### src/rtl/vga_timing_gen_pkg.sv
// Shared constants for the video timing generator: count width, standard mode
// porch/sync figures and the total-length helper.
package vga_timing_pkg;

  localparam int COUNT_W = 12;
  typedef logic [COUNT_W-1:0] count_t;

  // 1280x960 @ 60 Hz, 108 MHz pixel clock
  localparam int M1280_H_VISIBLE = 1280;
  localparam int M1280_H_FRONT   = 96;
  localparam int M1280_H_SYNC    = 112;
  localparam int M1280_H_BACK    = 312;
  localparam int M1280_V_VISIBLE = 960;
  localparam int M1280_V_FRONT   = 1;
  localparam int M1280_V_SYNC    = 3;
  localparam int M1280_V_BACK    = 36;

  // 640x480 @ 60 Hz, 25.175 MHz pixel clock
  localparam int M640_H_VISIBLE = 640;
  localparam int M640_H_FRONT   = 16;
  localparam int M640_H_SYNC    = 96;
  localparam int M640_H_BACK    = 48;
  localparam int M640_V_VISIBLE = 480;
  localparam int M640_V_FRONT   = 10;
  localparam int M640_V_SYNC    = 2;
  localparam int M640_V_BACK    = 33;

  function automatic count_t calc_total(input int visible, input int front,
                                        input int sync, input int back);
    return count_t'(visible + front + sync + back);
  endfunction

endpackage

### src/rtl/vga_timing_gen_if.sv
// Timing bundle from the generator to the pattern/colour stage.
interface vga_timing_gen_if;
  import vga_timing_pkg::*;

  count_t     h_count;
  count_t     v_count;
  logic       display_en;
  logic       h_sync;
  logic       v_sync;
  logic       line_start;
  logic       frame_start;
  logic [7:0] frame_count;

  modport master (
    output h_count, v_count, display_en, h_sync, v_sync,
           line_start, frame_start, frame_count
  );

  modport slave (
    input h_count, v_count, display_en, h_sync, v_sync,
          line_start, frame_start, frame_count
  );
endinterface

### src/rtl/vga_timing_gen_sync_delay_line.sv
// Fixed-depth register pipeline with a per-bit reset value; depth 0 is a wire.
module sync_delay_line #(
  parameter int               DEPTH   = 1,
  parameter int               WIDTH   = 2,
  parameter logic [WIDTH-1:0] RST_VAL = '0
) (
  input  logic             clk,
  input  logic             rst,
  input  logic [WIDTH-1:0] d,
  output logic [WIDTH-1:0] q
);

  generate
    if (DEPTH == 0) begin : g_bypass
      logic unused_clk_rst;
      assign unused_clk_rst = clk ^ rst;
      assign q = d;
    end else begin : g_pipe
      logic [WIDTH-1:0] stage_q [DEPTH];

      always_ff @(posedge clk or posedge rst) begin
        if (rst) begin
          for (int i = 0; i < DEPTH; i++) stage_q[i] <= RST_VAL;
        end else begin
          stage_q[0] <= d;
          for (int i = 1; i < DEPTH; i++) stage_q[i] <= stage_q[i-1];
        end
      end

      assign q = stage_q[DEPTH-1];
    end
  endgenerate

endmodule

### src/rtl/vga_timing_gen.sv
// Free-running h/v pixel counters with visible flag, line/frame markers and
// sync pulses delayed to line up with the registered colour stage downstream.
module vga_timing_gen
  import vga_timing_pkg::*;
#(
  parameter int H_VISIBLE  = M1280_H_VISIBLE,
  parameter int H_FRONT    = M1280_H_FRONT,
  parameter int H_SYNC     = M1280_H_SYNC,
  parameter int H_BACK     = M1280_H_BACK,
  parameter int V_VISIBLE  = M1280_V_VISIBLE,
  parameter int V_FRONT    = M1280_V_FRONT,
  parameter int V_SYNC     = M1280_V_SYNC,
  parameter int V_BACK     = M1280_V_BACK,
  parameter int H_POL      = 1,
  parameter int V_POL      = 1,
  parameter int SYNC_DELAY = 1
) (
  input  logic             clk_in,
  input  logic             reset,
  vga_timing_gen_if.master vid
);

  localparam count_t H_TOTAL  = calc_total(H_VISIBLE, H_FRONT, H_SYNC, H_BACK);
  localparam count_t V_TOTAL  = calc_total(V_VISIBLE, V_FRONT, V_SYNC, V_BACK);
  localparam count_t H_LAST   = H_TOTAL - count_t'(1);
  localparam count_t V_LAST   = V_TOTAL - count_t'(1);
  localparam count_t H_VIS    = count_t'(H_VISIBLE);
  localparam count_t V_VIS    = count_t'(V_VISIBLE);
  localparam count_t HS_START = count_t'(H_VISIBLE + H_FRONT);
  localparam count_t HS_END   = count_t'(H_VISIBLE + H_FRONT + H_SYNC);
  localparam count_t VS_START = count_t'(V_VISIBLE + V_FRONT);
  localparam count_t VS_END   = count_t'(V_VISIBLE + V_FRONT + V_SYNC);
  localparam logic   H_ACT    = (H_POL != 0);
  localparam logic   V_ACT    = (V_POL != 0);

  count_t     h_q, v_q;
  count_t     h_nxt, v_nxt;
  logic       h_wrap;
  logic       de_nxt, ls_nxt, fs_nxt;
  logic       hs_raw_nxt, vs_raw_nxt;
  logic       display_q, line_q, frame_q;
  logic [7:0] frame_cnt_q;
  logic [1:0] sync_raw_q;
  logic [1:0] sync_dly;

  // Everything is decoded from the next-state counts so the registered flags
  // land in the same cycle as the counts they describe.
  always_comb begin
    h_wrap = (h_q == H_LAST);
    h_nxt  = h_wrap ? '0 : h_q + count_t'(1);
    v_nxt  = v_q;
    if (h_wrap) begin
      v_nxt = (v_q == V_LAST) ? '0 : v_q + count_t'(1);
    end
    de_nxt     = (h_nxt < H_VIS) && (v_nxt < V_VIS);
    ls_nxt     = (h_nxt == '0);
    fs_nxt     = ls_nxt && (v_nxt == '0);
    hs_raw_nxt = ((h_nxt >= HS_START) && (h_nxt < HS_END)) ? H_ACT : ~H_ACT;
    vs_raw_nxt = ((v_nxt >= VS_START) && (v_nxt < VS_END)) ? V_ACT : ~V_ACT;
  end

  always_ff @(posedge clk_in or posedge reset) begin
    if (reset) begin
      h_q         <= '0;
      v_q         <= '0;
      display_q   <= 1'b0;
      line_q      <= 1'b0;
      frame_q     <= 1'b0;
      frame_cnt_q <= '0;
      sync_raw_q  <= {~V_ACT, ~H_ACT};
    end else begin
      h_q         <= h_nxt;
      v_q         <= v_nxt;
      display_q   <= de_nxt;
      line_q      <= ls_nxt;
      frame_q     <= fs_nxt;
      frame_cnt_q <= frame_cnt_q + {7'd0, fs_nxt};
      sync_raw_q  <= {vs_raw_nxt, hs_raw_nxt};
    end
  end

  sync_delay_line #(
    .DEPTH   (SYNC_DELAY),
    .WIDTH   (2),
    .RST_VAL ({~V_ACT, ~H_ACT})
  ) u_sync_dly (
    .clk (clk_in),
    .rst (reset),
    .d   (sync_raw_q),
    .q   (sync_dly)
  );

  assign vid.h_count     = h_q;
  assign vid.v_count     = v_q;
  assign vid.display_en  = display_q;
  assign vid.line_start  = line_q;
  assign vid.frame_start = frame_q;
  assign vid.frame_count = frame_cnt_q;
  assign vid.h_sync      = sync_dly[0];
  assign vid.v_sync      = sync_dly[1];

endmodule

### src/flat_wrapper.sv
// flat-port wrapper written by rule: the top's interface ports become plain ports
module vga_timing_gen_flat import vga_timing_pkg::*;
#(
  parameter int H_VISIBLE  = M1280_H_VISIBLE,
  parameter int H_FRONT    = M1280_H_FRONT,
  parameter int H_SYNC     = M1280_H_SYNC,
  parameter int H_BACK     = M1280_H_BACK,
  parameter int V_VISIBLE  = M1280_V_VISIBLE,
  parameter int V_FRONT    = M1280_V_FRONT,
  parameter int V_SYNC     = M1280_V_SYNC,
  parameter int V_BACK     = M1280_V_BACK,
  parameter int H_POL      = 1,
  parameter int V_POL      = 1,
  parameter int SYNC_DELAY = 1
)
  (clk_in, reset, vid_h_count, vid_v_count, vid_display_en, vid_h_sync, vid_v_sync, vid_line_start, vid_frame_start, vid_frame_count);
  vga_timing_gen_if vid_i ();
  input  logic clk_in;
  input  logic reset;
  output wire logic [$bits(vid_i.h_count)-1:0] vid_h_count;
  output wire logic [$bits(vid_i.v_count)-1:0] vid_v_count;
  output wire logic [$bits(vid_i.display_en)-1:0] vid_display_en;
  output wire logic [$bits(vid_i.h_sync)-1:0] vid_h_sync;
  output wire logic [$bits(vid_i.v_sync)-1:0] vid_v_sync;
  output wire logic [$bits(vid_i.line_start)-1:0] vid_line_start;
  output wire logic [$bits(vid_i.frame_start)-1:0] vid_frame_start;
  output wire logic [$bits(vid_i.frame_count)-1:0] vid_frame_count;
  assign vid_h_count = vid_i.h_count;
  assign vid_v_count = vid_i.v_count;
  assign vid_display_en = vid_i.display_en;
  assign vid_h_sync = vid_i.h_sync;
  assign vid_v_sync = vid_i.v_sync;
  assign vid_line_start = vid_i.line_start;
  assign vid_frame_start = vid_i.frame_start;
  assign vid_frame_count = vid_i.frame_count;
  vga_timing_gen #(.H_VISIBLE(H_VISIBLE), .H_FRONT(H_FRONT), .H_SYNC(H_SYNC), .H_BACK(H_BACK), .V_VISIBLE(V_VISIBLE), .V_FRONT(V_FRONT), .V_SYNC(V_SYNC), .V_BACK(V_BACK), .H_POL(H_POL), .V_POL(V_POL), .SYNC_DELAY(SYNC_DELAY)) u_core (.clk_in(clk_in), .reset(reset), .vid(vid_i));
endmodule
### config.mk
export PLATFORM = sky130hd
export DESIGN_NAME = vga_timing_gen_flat
export DESIGN_NICKNAME = d
export VERILOG_FILES = /design/src/rtl/vga_timing_gen_pkg.sv /design/src/rtl/vga_timing_gen_if.sv /design/src/rtl/vga_timing_gen_sync_delay_line.sv /design/src/rtl/vga_timing_gen.sv /design/src/flat_wrapper.sv
export SDC_FILE = /design/constraint.sdc
export NUM_CORES = 1
export LEC_CHECK = 0
export ABC_AREA = 1
export BUFFER_PORTS_ARGS = -buffer_cell sky130_fd_sc_hd__clkbuf_2
export CAP_MARGIN = 20
export CORE_MARGIN = 1.5
export CORE_UTILIZATION = 60
export DETAILED_ROUTE_END_ITERATION = 8
export PLACE_DENSITY_LB_ADDON = 0.25
export SYNTH_ARGS = -nofsm -noshare
export SYNTH_HDL_FRONTEND = slang
export SYNTH_SLANG_ARGS = --single-unit
### constraint.sdc
create_clock -name clk_in -period 5.48 [get_ports clk_in]
set_input_delay 0.548 -clock clk_in [delete_from_list [all_inputs] [get_ports clk_in]]
set_output_delay 0.548 -clock clk_in [all_outputs]
set_load 0.01 [all_outputs]
Yosys cells after proc, flatten, opt, wreduce, memory -nomap -nowiden
Index checks and enable logic that the tools add are counted.
{"block": "totals", "regBits": 39, "input_bits": 2, "out_inout_bits": 37, "wordCells": 30}
{"block": "op_classes", "n_addsub": 3, "n_lt_le_gt_ge": 6, "n_eq_ne": 2, "n_mux": 5, "reduce_logical": 6}
{"op": "$mux W12", "n": 3}
{"op": "$add A12 B1 Y12 const B", "n": 2}
{"op": "$logic_not A12 Y1", "n": 2}
{"op": "$lt A12 B10 Y1 const B", "n": 2}
{"op": "$lt A12 B11 Y1 const B", "n": 2}
{"op": "$eq A12 B10 Y1 const B", "n": 1}
{"op": "$eq A12 B11 Y1 const B", "n": 1}
{"op": "$ge A12 B10 Y1 const B", "n": 1}
{"op": "$ge A12 B11 Y1 const B", "n": 1}
{"op": "$add A8 B1 Y8", "n": 1}
{"op": "$logic_and A1 B1 Y1", "n": 4}
{"op": "$mux W1", "n": 2}

Depth between registers and ports, before layout
Gate-level depths: netlist of run 1.
{"block": "logic_depth", "depth_word": 6, "mapped_depth": 18, "ltp_nobuf": 18}

By module
Synthesis of run 1 repeated with hierarchy kept, for this count alone.
{"block": "hier_totals", "cells_unflattened": 305, "area_unflattened_um2": 2214.6}
{"module": "vga_timing_gen", "instances": 1, "cells_per_inst": 302, "area_each_um2": 2160.8, "seq_area_each_um2": 925.9}
{"module": "sync_delay_line", "instances": 1, "cells_per_inst": 3, "area_each_um2": 53.8, "seq_area_each_um2": 50.0}

Worst setup path before layout of run 1
OpenSTA, ideal clock, no wires.
{"block": "synth_timing", "path_type": "register to register", "from": "reg u_core.v_q[0] (netlist: u_core.vid.v_count[0])", "to": "reg u_core.frame_cnt_q[7] (netlist: u_core.vid.frame_count[7])", "setup_time_ps": 124, "arrival_ps": 2350, "t_required_ps": 5356, "path_slack_ps": 3006, "path_stages_with_launch": 17, "path_buffers": 0, "synth_period_minus_slack_ps": 2474, "path_cell_list": "dfrtp_1 > ha_1 > nand3_1 > nor2_4 > nand2_1 > nor2_1 > nand2_1 > nand2_1 > nand2_1 > nor2_1 > nand3_1 > nor2_1 > ha_1 > nand3_1 > nor3_1 > nand3_1 > xnor2_1"}
{"block": "synth_between", "elab_chain_cells": 6, "word_cells_on_any_way": 7, "classes_between": "2 x add/sub; 1 x eq/ne; 2 x mux; 2 x reduce/logical"}
{"element": "from (decl)", "line_no": "vga_timing_gen.sv:36", "rtl": "count_t h_q, v_q;"}
{"element": "from (signal assigned)", "line_no": "vga_timing_gen.sv:73", "rtl": "v_q <= v_nxt;"}
{"element": "$add A12 B1 Y12 or $eq A12 B10 Y1 (tied branches)", "line_no": "vga_timing_gen.sv:53", "rtl": "v_nxt = (v_q == V_LAST) ? '0 : v_q + count_t'(1);"}
{"element": "$mux W12", "line_no": "vga_timing_gen.sv:53"}
{"element": "$mux W12 *", "line_no": "vga_timing_gen.sv:52", "rtl": "if (h_wrap) begin"}
{"element": "$logic_not A12 Y1 *", "line_no": "vga_timing_gen.sv:57", "rtl": "fs_nxt = ls_nxt && (v_nxt == '0);"}
{"element": "$logic_and A1 B1 Y1 *", "line_no": "vga_timing_gen.sv:57"}
{"element": "net u_core.fs_nxt", "line_no": "vga_timing_gen.sv:39", "rtl": "logic de_nxt, ls_nxt, fs_nxt;"}
{"element": "$add A8 B1 Y8 *", "line_no": "vga_timing_gen.sv:77", "rtl": "frame_cnt_q <= frame_cnt_q + {7'd0, fs_nxt};"}
{"element": "to (signal assigned)", "line_no": "vga_timing_gen.sv:77"}
{"element": "to (decl)", "line_no": "vga_timing_gen.sv:42", "rtl": "logic [7:0] frame_cnt_q;"}
The timed path passes the listed nets; every way through them passes the cells marked *.

Worst setup path in the final report of run 1
{"block": "layout_timing", "from": "reg u_core.h_q[0] (netlist: u_core.vid.h_count[0])", "to": "reg u_core.frame_cnt_q[7] (netlist: u_core.vid.frame_count[7])"}
{"block": "layout_between", "elab_chain_cells": 5, "word_cells_on_any_way": 8, "classes_between": "2 x add/sub; 1 x eq/ne; 2 x mux; 3 x reduce/logical"}
{"element": "from (decl)", "line_no": "vga_timing_gen.sv:36"}
{"element": "from (signal assigned)", "line_no": "vga_timing_gen.sv:72", "rtl": "h_q <= h_nxt;"}
{"element": "$add A12 B1 Y12 or $eq A12 B11 Y1 (tied branches)", "line_no": "vga_timing_gen.sv:50, vga_timing_gen.sv:49"}
{"element": "$mux W12 (on tied branches)", "line_no": "vga_timing_gen.sv:50, vga_timing_gen.sv:52"}
{"element": "$logic_not A12 Y1 (on tied branches)", "line_no": "vga_timing_gen.sv:56, vga_timing_gen.sv:57"}
{"element": "$logic_and A1 B1 Y1 *", "line_no": "vga_timing_gen.sv:57"}
{"element": "net u_core.fs_nxt", "line_no": "vga_timing_gen.sv:39"}
{"element": "$add A8 B1 Y8 *", "line_no": "vga_timing_gen.sv:77"}
Marked as above.

==> impl_metrics.json, run 1 <==
{
  "worst_pin_slew_ps": 479,
  "place.gp.congestion": 0.928,
  "start_kind": "flip-flop",
  "max-clock-path-buffers": 2,
  "grt_pass1_vias": 1971,
  "ant_nets": 0,
  "final_area_um2": 2640,
  "yosys_warnings": 0,
  "synth_area_leader_cell": "dfrtp_1",
  "crit_type": "reg -> reg",
  "fin_crit_sh_pct": 51.7,
  "cpMostUsedCell": "nand2_1",
  "dp_hpwl_um": 3800,
  "cts_tree": "yes",
  "period_minus_slack_ps": 2830,
  "synth_area_um2": 2320,
  "ys_seq_area_share_pct": 42.1,
  "slowest_stage": "dfrtp_1",
  "ios": 39,
  "die_h_um": 65.2,
  "vias": 2150,
  "synthTopCellsByArea": "dfrtp_1 42%, nand2_1 14%, nand3_1 8.4%, inv_1 7.0%, nor2_1 7.0%",
  "drive_above_1_share_pct": 18.9,
  "drc": 0,
  "syn2layout_area_growth_pct": 13.8,
  "post_cts_buffers": 0,
  "worst_ep_required_time_ps": 5670,
  "track_usage_pct": 26.4,
  "slowest_delay_ps": 390,
  "start_util_pct": 62.9,
  "peakVddDrop_v": 0.000160,
  "power_mw": 0.505,
  "ys.flop_type": "dfrtp_1",
  "diodes": 0,
  "syn_avg_cell_area_um2": 7.32,
  "grt_overflow_total": 0,
  "status": "completed",
  "path_clk_slew_ps": 90,
  "finalMaxSlewViolations": 0,
  "first_iter_violations": 224,
  "avgViaCountPerCell": 5.27,
  "hold_viol_final": 0,
  "maxCapViolCount": 0,
  "wl_per_cell_um": 12.4,
  "first_pass_iters": 7,
  "fin_nets": 365,
  "cts_buffers": 5,
  "end_kind": "flip-flop",
  "cts_sinks": 39,
  "rows": 22,
  "fmax_mhz": 353,
  "cts_resized": 0,
  "rsz0062_at_grt": "false",
  "cts_root_buffer": "clkbuf_8",
  "reg2reg_slack_ps": 2650,
  "yosys.area.top_type_share_pct": 42.1,
  "synth-seq-cells": 39,
  "async_flop_share_pct": 100,
  "die_w_um": 65.2,
  "grt_pass1_wl_um": 8570,
  "netlist_instances": 317,
  "grt_max_degree": 40,
  "antenna_found_initial": 0,
  "drt-total-wl_um": 5060,
  "finish.utilization_pct": 71.5,
  "p_leak_nw": 1.47,
  "worstPathCellList": "ha_1, nand2_1, inv_2, nand2_1, inv_2, nand2_4, nand2_1, o21ai_0, nor3_1, nand2_1, nor2_1, ha_1, nand3_1, nor3_1, nand3_1, xnor2_1",
  "tns_ps": 0,
  "cp.buffers_inverters": 2,
  "r2r_cells": 16,
  "cp_max_fo": 7,
  "arrival_ps": 3020,
  "io_buffers": 38,
  "powerDensity_nw_per_um2": 191,
  "cts_hold_buf": 0,
  "r2r-end": "u_core.vid.frame_count[7]",
  "syn_nets": 323,
  "min_path_type": "in -> async",
  "ys_types": 26,
  "dpl_cell_area_um2": 2540,
  "die_area_um2": 4250,
  "crit_family": "simple AND/OR/NAND/NOR gates",
  "fin_hold_ws_ps": 327,
  "fin_worst_skew_ps": 15.3,
  "synth-edff-count": 0,
  "max-slew-margin-rel_pct": 68.1,
  "core_um2": 3690,
  "regToRegStartpoint": "u_core.vid.h_count[0]",
  "clk_latency_ps": 300,
  "cts.htree.levels": 2,
  "finalSetupViolCount": 0
}
logic make-up after synthesis:
logic type      Yosys count  synth area share (%)
buf+inv                  53                  9.55
flops                    39                  42.1
fa+ha+maj                 4                  2.16
xor+xnor                 11                  4.15
compound gates           10                  2.37
simple gates            200                  39.7
metrics by stage:
stage,instances,worst slack (ps)
global placement,400,2810
global route,408,2290
floorplan,317,3010
detailed placement,400,2690
CTS,408,2640
finish,408,2650
tightest hold or removal path, cell delays in order:
cell and delay, ps:
clkbuf_2 80, inv_1 40, buf_4 410
placed cells by master, fill, tap and decap left out, drive strengths merged, types with 2 or more instances in the layout:
cell type	instances
clkinv	2
clkbuf	44
nand2	92
inv	48
ha	4
xor2	10
nor2	50
nand3	40
nand4	9
nor3	6
nand3b	2
o21ai	8
dfrtp	39
layer usage:
layer | part of all wire [%] | global-route usage (%) | wire (µm) | vias to the layer above
li1 | - | - | - | 1074
met1 | 43 | 33.4 | 2200 | 982
met2 | 49 | 45.5 | 2490 | 85
met3 | 5.9 | 5.65 | 298 | 9
met4 | 1.3 | 7.55 | 68 | 0
met5 | 0 | 0 | 0 | -
cell usage after synthesis, types with 2 or more instances:
cell and instances:
nand3_1 39, xor2_1 10, buf_4 2, inv_2 5, nand2_2 4, o21ai_0 7, nand2_4 3, nor2_1 43
inv_1 43, buf_6 2, dfrtp_1 39, nand3b_1 2, nand2_1 85, nor2_2 3, nor2_4 4, ha_1 4
nand4_1 9, nor3_1 5
worst max-delay path by stage:
stage                               start                   endpoint  slack, ps  cells after the start
global route        u_core.vid.h_count[2]  u_core.vid.frame_count[7]       2290                     13
global placement    u_core.vid.v_count[0]  u_core.vid.frame_count[7]       2810                     16
detailed placement  u_core.vid.h_count[0]  u_core.vid.frame_count[7]       2690                     16
finish              u_core.vid.h_count[0]  u_core.vid.frame_count[7]       2650                     16
CTS                 u_core.vid.h_count[0]  u_core.vid.frame_count[7]       2640                     16
floorplan           u_core.vid.v_count[0]  u_core.vid.frame_count[7]       3010                     16
area by class of cell:
class | instances | area, µm²
clock buffer | 6 | 82.6
clock inverter | 2 | 16.3
fill | 322 | 1050
inverter | 49 | 184
multi-input combinational | 225 | 1120
sequential | 39 | 976
tap | 48 | 60.1
timing repair buffer | 39 | 198
where the power goes:
group / internal (mW) / total (mW) / leakage (nW) / switching (mW)
Clock: 0.103 / 0.212 / 0.0474 / 0.109
Combinational: 0.000778 / 0.00615 / 0.902 / 0.00538
Sequential: 0.287 / 0.287 / 0.525 / 0
flip-flops by register name, indices dropped and copies added, names as in the netlist:
signal and cells:
u_core.vid.display_en 1, u_core.u_sync_dly.q 2, u_core.vid.v_count 12, u_core.vid.frame_start 1, u_core.vid.line_start 1, u_core.sync_raw_q 2
u_core.vid.frame_count 8, u_core.vid.h_count 12
(Power assumes the default switching activity.)
==> run 2: changes to the inputs <==
--- a/config.mk
+++ b/config.mk
@@ -5,11 +5,11 @@
 export SDC_FILE = /design/constraint.sdc
 export NUM_CORES = 1
 export LEC_CHECK = 0
-export ABC_AREA = 1
+export ABC_AREA = 0
 export BUFFER_PORTS_ARGS = -buffer_cell sky130_fd_sc_hd__clkbuf_2
 export CAP_MARGIN = 20
 export CORE_MARGIN = 1.5
-export CORE_UTILIZATION = 60
+export CORE_UTILIZATION = 55
 export DETAILED_ROUTE_END_ITERATION = 8
 export PLACE_DENSITY_LB_ADDON = 0.25
 export SYNTH_ARGS = -nofsm -noshare
==> constraint.sdc (replaced) <==
create_clock -name clk_in -period 2.92 [get_ports clk_in]
set_input_delay 0.292 -clock clk_in [delete_from_list [all_inputs] [get_ports clk_in]]
set_output_delay 0.292 -clock clk_in [all_outputs]
set_load 0.01 [all_outputs]
==> impl_metrics.json, run 2 <==
{
  "seqPwrFrac_pct": 52.8,
  "yosys_warnings": 0,
  "switching_share_pct": 21.9,
  "clk_latency_ps": 310,
  "cts_sinks": 39,
  "rsz0062_at_grt": "true",
  "netlist_instances": 215,
  "fmax_mhz": 308,
  "dpl_cell_area_um2": 2630,
  "cts.htree.levels": 2,
  "cp_max_fo": 4,
  "r2r-end": "u_core.vid.frame_count[6]",
  "ant_nets": 0,
  "synthTopCellsByArea": "dfrtp_1 45%, xnor2_1 5.2%, nand3_1 3.7%, nand2_1 3.3%, o21ai_0 2.7%",
  "fin_hold_ws_ps": 72.5,
  "vias": 2284,
  "p_int_mw": 0.798,
  "drc": 0,
  "maxCapViolCount": 0,
  "finish.utilization_pct": 79.7,
  "drt-total-wl_um": 7070,
  "arrival_ps": 3440,
  "io_buffers": 38,
  "max-clock-path-buffers": 2,
  "peakVddDrop_v": 0.000237,
  "cts_hold_buf": 0,
  "crit_start": "u_core.vid.h_count[5]",
  "grt_pass1_vias": 2082,
  "pwr-share-clk_pct": 46.1,
  "violations": "negative setup slack",
  "combPwrFrac_pct": 1.2,
  "reg2reg_slack_ps": -320,
  "cts_root_buffer": "clkbuf_8",
  "synth_area_um2": 2180,
  "cts_buffers": 5,
  "drive_above_1_share_pct": 41.5,
  "die_area_um2": 4360,
  "grt_max_degree": 40,
  "async_flop_share_pct": 100,
  "end_kind": "flip-flop",
  "p_leak_nw": 1.50,
  "stdcell_count": 354,
  "status": "complete, but fails checks",
  "yosys.area.top_type_share_pct": 44.7,
  "synth_area_leader_cell": "dfrtp_1",
  "tns_ps": -1570,
  "finalSetupViolCount": 6,
  "hold_viol_final": 0,
  "wl_per_cell_um": 20.0,
  "path_clk_slew_ps": 90,
  "first_pass_iters": 5,
  "rows": 22,
  "dp_hpwl_um": 4170,
  "synth-seq-cells": 39,
  "final_area_um2": 2980,
  "dp_cells": 328,
  "start_kind": "flip-flop",
  "fin_worst_skew_ps": 11.4,
  "place.gp.congestion": 0.901,
  "finalMaxSlewViolations": 0,
  "syn_avg_cell_area_um2": 10.2,
  "max-slew-margin-rel_pct": 67.3,
  "die_h_um": 66.0,
  "syn_nets": 221,
  "avgViaCountPerCell": 6.45,
  "mostFrequentLayoutCell": "buf_4",
  "ys_seq_area_share_pct": 44.7,
  "p_switching_mw": 0.224,
  "grt_pass1_wl_um": 10400,
  "diodes": 0,
  "synth-edff-count": 0,
  "die_w_um": 66.0,
  "powerDensity_nw_per_um2": 343,
  "worst_pin_slew_ps": 491,
  "n_fill_cell": 237,
  "syn2layout_area_growth_pct": 36.5,
  "cts_tree": "yes",
  "fin_nets": 311,
  "period_minus_slack_ps": 3240,
  "ys_top_cells_by_count": "39 x dfrtp_1, 19 x nand2_1, 16 x nand3_1",
  "first_iter_violations": 285,
  "ios": 39,
  "antenna_found_initial": 0,
  "ys_types": 55,
  "worst_ep_required_time_ps": 3120,
  "regToRegStartpoint": "u_core.vid.h_count[5]",
  "ys.flop_type": "dfrtp_1",
  "start_util_pct": 58.4,
  "layout_common_cells": "54 x buf_4, 39 x dfrtp_1, 38 x clkbuf_2, 19 x nand2_1, 14 x nand3_1",
  "min_path_type": "in -> async",
  "r2r_cells": 12,
  "fin_crit_sh_pct": 111,
  "grt_overflow_total": 0,
  "track_usage_pct": 32.2,
  "setup_slack_ps": -322,
  "core_um2": 3740,
  "crit_type": "reg -> reg",
  "yosys.cell_count.top_type": "dfrtp_1"
}
[run 2: cell types whose count changed after synthesis, sizes merged, moves of 5 or more]
cell	before	now
inv	48	3
nand2	92	19
nor2	50	12
nor4	0	8
nand3	40	17
buf	4	12
xnor2	1	14
xor2	10	3
and4	0	5
and3	0	8
a21oi	0	6
[run 2: worst max-delay path by stage]
| stage | cells after the start | slack, ps | to |
|---|---|---|---|
| after floorplan | 12 | -100 | u_core.vid.frame_count[6] |
| after global placement | 11 | -20 | u_core.vid.frame_count[6] |
| after detailed placement | 11 | -120 | u_core.vid.frame_count[4] |
| after CTS | 11 | -130 | u_core.vid.frame_count[6] |
| after global routing | 12 | -410 | u_core.vid.frame_count[6] |
| final | 12 | -320 | u_core.vid.frame_count[6] |
[run 2: power groups by stage]
stage	sequential (mW)	combinational (mW)	clock, mW
6_report	0.540	0.0119	0.471
5_1_grt	0.540	0.0144	0.496
4_1_cts	0.540	0.0127	0.470
2_1_floorplan	0.550	0.00794	0
3_5_place_dp	0.550	0.0127	0
3_3_place_gp	0.550	0.0125	0
[run 2: cell type report]
class                      instances  area [µm²]  share of cell area (%)
inverter                           3        11.3                   0.378
timing repair buffer              95         629                    21.1
sequential                        39         976                    32.7
clock inverter                     3        46.3                    1.55
tap                               48        60.1                    2.01
multi-input combinational        161        1190                    39.9
clock buffer                       5        68.8                    2.31
[run 2: critical path, cell delays in order, from the launching register on]
cell and delay, ps:
dfrtp_1 380, or4_4 580, buf_6 150, nor3_4 270, nand4_1 230, xnor2_2 240
nor4_4 280, and4_4 300, ha_4 160, ha_4 130, and3_4 190, nand3_2 90
xnor2_1 130
[run 2: logic make-up (layout without fill, tap and decap cells)]
group                    count (synthesis)  in the layout  share of synthesized area [%]
multiplexers                             2              2                          0.974
flip-flops                              39             39                           44.7
buffers and inverters                   15            106                           5.15
AND/OR/NAND/NOR                        101            101                           28.5
AO/OA/AOI/OAI                           37             37                           11.3
XOR/XNOR                                17             17                           7.16
adder cells (fa/ha/maj)                  4              4                           2.29
[run 2: repair_timing]
item | 4_1_cts | 5_1_grt
setup buffers | 14 | 5
pin swaps | 9 | 11
hold endpoints to repair | 0 | 0
endpoints found under the setup margin | 5 | 8
resized for setup | 11 | 8
[run 2: routing by layer]
layer / share of wire, % / track usage [%] / vias to the layer above / wire [µm]
met2: 49 / 54.3 / 143 / 3450
li1: - / - / 978 / -
met3: 8.1 / 6.13 / 43 / 574
met1: 38 / 39.2 / 1120 / 2670
met5: 0 / 0 / - / 0
met4: 5.3 / 16.6 / 0 / 374
[run 2: stage by stage]
stage          power (mW)  worst slack (ps)
4_1_cts              1.02              -132
2_1_floorplan       0.558              -104
3_5_place_dp        0.563              -120
6_report             1.02              -322
5_1_grt              1.05              -406
3_3_place_gp        0.563             -19.1
==> run 3: changes to the inputs <==
--- a/config.mk
+++ b/config.mk
@@ -12,6 +12,7 @@
 export CORE_UTILIZATION = 55
 export DETAILED_ROUTE_END_ITERATION = 8
 export PLACE_DENSITY_LB_ADDON = 0.25
+export SETUP_SLACK_MARGIN = 0.5
 export SYNTH_ARGS = -nofsm -noshare
 export SYNTH_HDL_FRONTEND = slang
 export SYNTH_SLANG_ARGS = --single-unit
==> impl_metrics.json, run 3 (synthesis results as in run 2) <==
{
  "status": "complete, but fails checks",
  "violations": "negative setup slack",
  "min_path_type": "in -> async",
  "io_buffers": 38,
  "dpl_cell_area_um2": 2650,
  "place.gp.congestion": 0.922,
  "path_clk_slew_ps": 80,
  "fin_worst_skew_ps": 9.08,
  "cts_buffers": 5,
  "final_area_um2": 3030,
  "crit_type": "reg -> reg",
  "start_kind": "flip-flop",
  "cp.buffers_inverters": 1,
  "power_mw": 1.09,
  "die_h_um": 66.0,
  "avgViaCountPerCell": 6.33,
  "dp_cells": 326,
  "track_usage_pct": 29.6,
  "fin_nets": 307,
  "rows": 22,
  "finalMaxSlewViolations": 0,
  "cts_sinks": 39,
  "arrival_ps": 3360,
  "mostFrequentLayoutCell": "buf_4",
  "pre_cts_ws_ps": -115,
  "vias": 2215,
  "die_area_um2": 4360,
  "drive_above_1_share_pct": 42.7,
  "cp_max_fo": 3,
  "maxCapViolCount": 0,
  "drt-total-wl_um": 6760,
  "hold_viol_final": 0,
  "syn2layout_area_growth_pct": 38.8,
  "grt_overflow_total": 0,
  "setup_slack_ps": -250,
  "cts_tree": "yes",
  "cts_hold_buf": 0,
  "first_iter_violations": 382,
  "diodes": 0,
  "dp_hpwl_um": 4100,
  "cts.htree.levels": 2,
  "clk_latency_ps": 300,
  "stdcell_count": 350,
  "max-slew-margin-rel_pct": 58.7,
  "wl_per_cell_um": 19.3,
  "max-clock-path-buffers": 2,
  "finalSetupViolCount": 6,
  "worst_pin_slew_ps": 619,
  "cpMostUsedCell": "ha_4",
  "slowest_delay_ps": 560,
  "ios": 39,
  "ant_nets": 0,
  "powerDensity_nw_per_um2": 360,
  "fin_crit_sh_pct": 109,
  "drc": 0,
  "worstPathCellList": "or4_4, buf_4, nor4_4, mux2_4, nand4bb_1, nor4_2, and4_4, ha_4, ha_4, and3_4, nand3_2, xnor2_1",
  "end_kind": "flip-flop",
  "core_um2": 3740,
  "fmax_mhz": 315,
  "peakVddDrop_v": 0.000343,
  "grt_pass1_vias": 1964,
  "period_minus_slack_ps": 3170,
  "cts_root_buffer": "clkbuf_8",
  "grt_pass1_wl_um": 9600,
  "p_leak_nw": 1.51,
  "slowest_stage": "or4_4",
  "start_util_pct": 58.4,
  "die_w_um": 66.0,
  "crit_family": "simple AND/OR/NAND/NOR gates",
  "finish.utilization_pct": 81.0,
  "regToRegStartpoint": "u_core.vid.h_count[5]",
  "grt_max_degree": 15,
  "first_pass_iters": 5,
  "layout_common_cells": "46 x buf_4, 38 x clkbuf_2, 38 x dfrtp_1, 19 x nand2_1, 14 x nand3_1",
  "fin_hold_ws_ps": 32.5,
  "antenna_found_initial": 0,
  "tns_ps": -1050,
  "rsz0062_at_grt": "true",
  "crit_start": "u_core.vid.h_count[5]",
  "worst_ep_required_time_ps": 3110
}
## run 3: path summary, 6_finish.rpt
kind / end / slack, ps / cells after the start
max: u_core.vid.frame_count[6] / -250 / 12
min: u_core.vid.display_en / 30 / 2
max reg2reg: u_core.vid.frame_count[6] / -250 / 12
min reg2reg: u_core.u_sync_dly.q[0] / 350 / 0
max in group asynchronous: u_core.vid.v_count[0] / 2220 / 3
min in group clk_in: u_core.u_sync_dly.q[0] / 350 / 0
## run 3: repair_timing
item | in CTS | in global routing
setup buffers | 8 | 8
setup endpoints to repair | 8 | 11
gates resized for setup | 9 | 17
pin swaps | 7 | 9
## run 3: worst reg2reg max path, stage by stage (launching register included)
cell and delay (ps):
dfrtp_1 400, or4_4 560, buf_4 170, nor4_4 160, mux2_4 330, nand4bb_1 210, nor4_2 240, and4_4 300
ha_4 160, ha_4 130, and3_4 200, nand3_2 80, xnor2_1 130
## run 3: report_power, final
part / leakage (nW) / internal, mW / switching, mW
Combinational: 0.922 / 0.00228 / 0.0113
Clock: 0.0654 / 0.342 / 0.197
Sequential: 0.524 / 0.540 / 0
## run 3: routing by layer
metal | vias to the layer above | routed length, µm | track usage [%]
li1 | 969 | - | -
met1 | 1060 | 2610 | 38.0
met2 | 140 | 3310 | 49.1
met3 | 46 | 488 | 5.45
met4 | 0 | 350 | 12.5
met5 | - | 0 | 0
## run 3: final cells by class
cell class                 count  area, µm²
tap                           48       60.1
clock inverter                 2       60.1
fill                         220        711
clock buffer                   6       72.6
multi-input combinational    161       1240
timing repair buffer          91        614
inverter                       3       11.3
sequential                    39        977
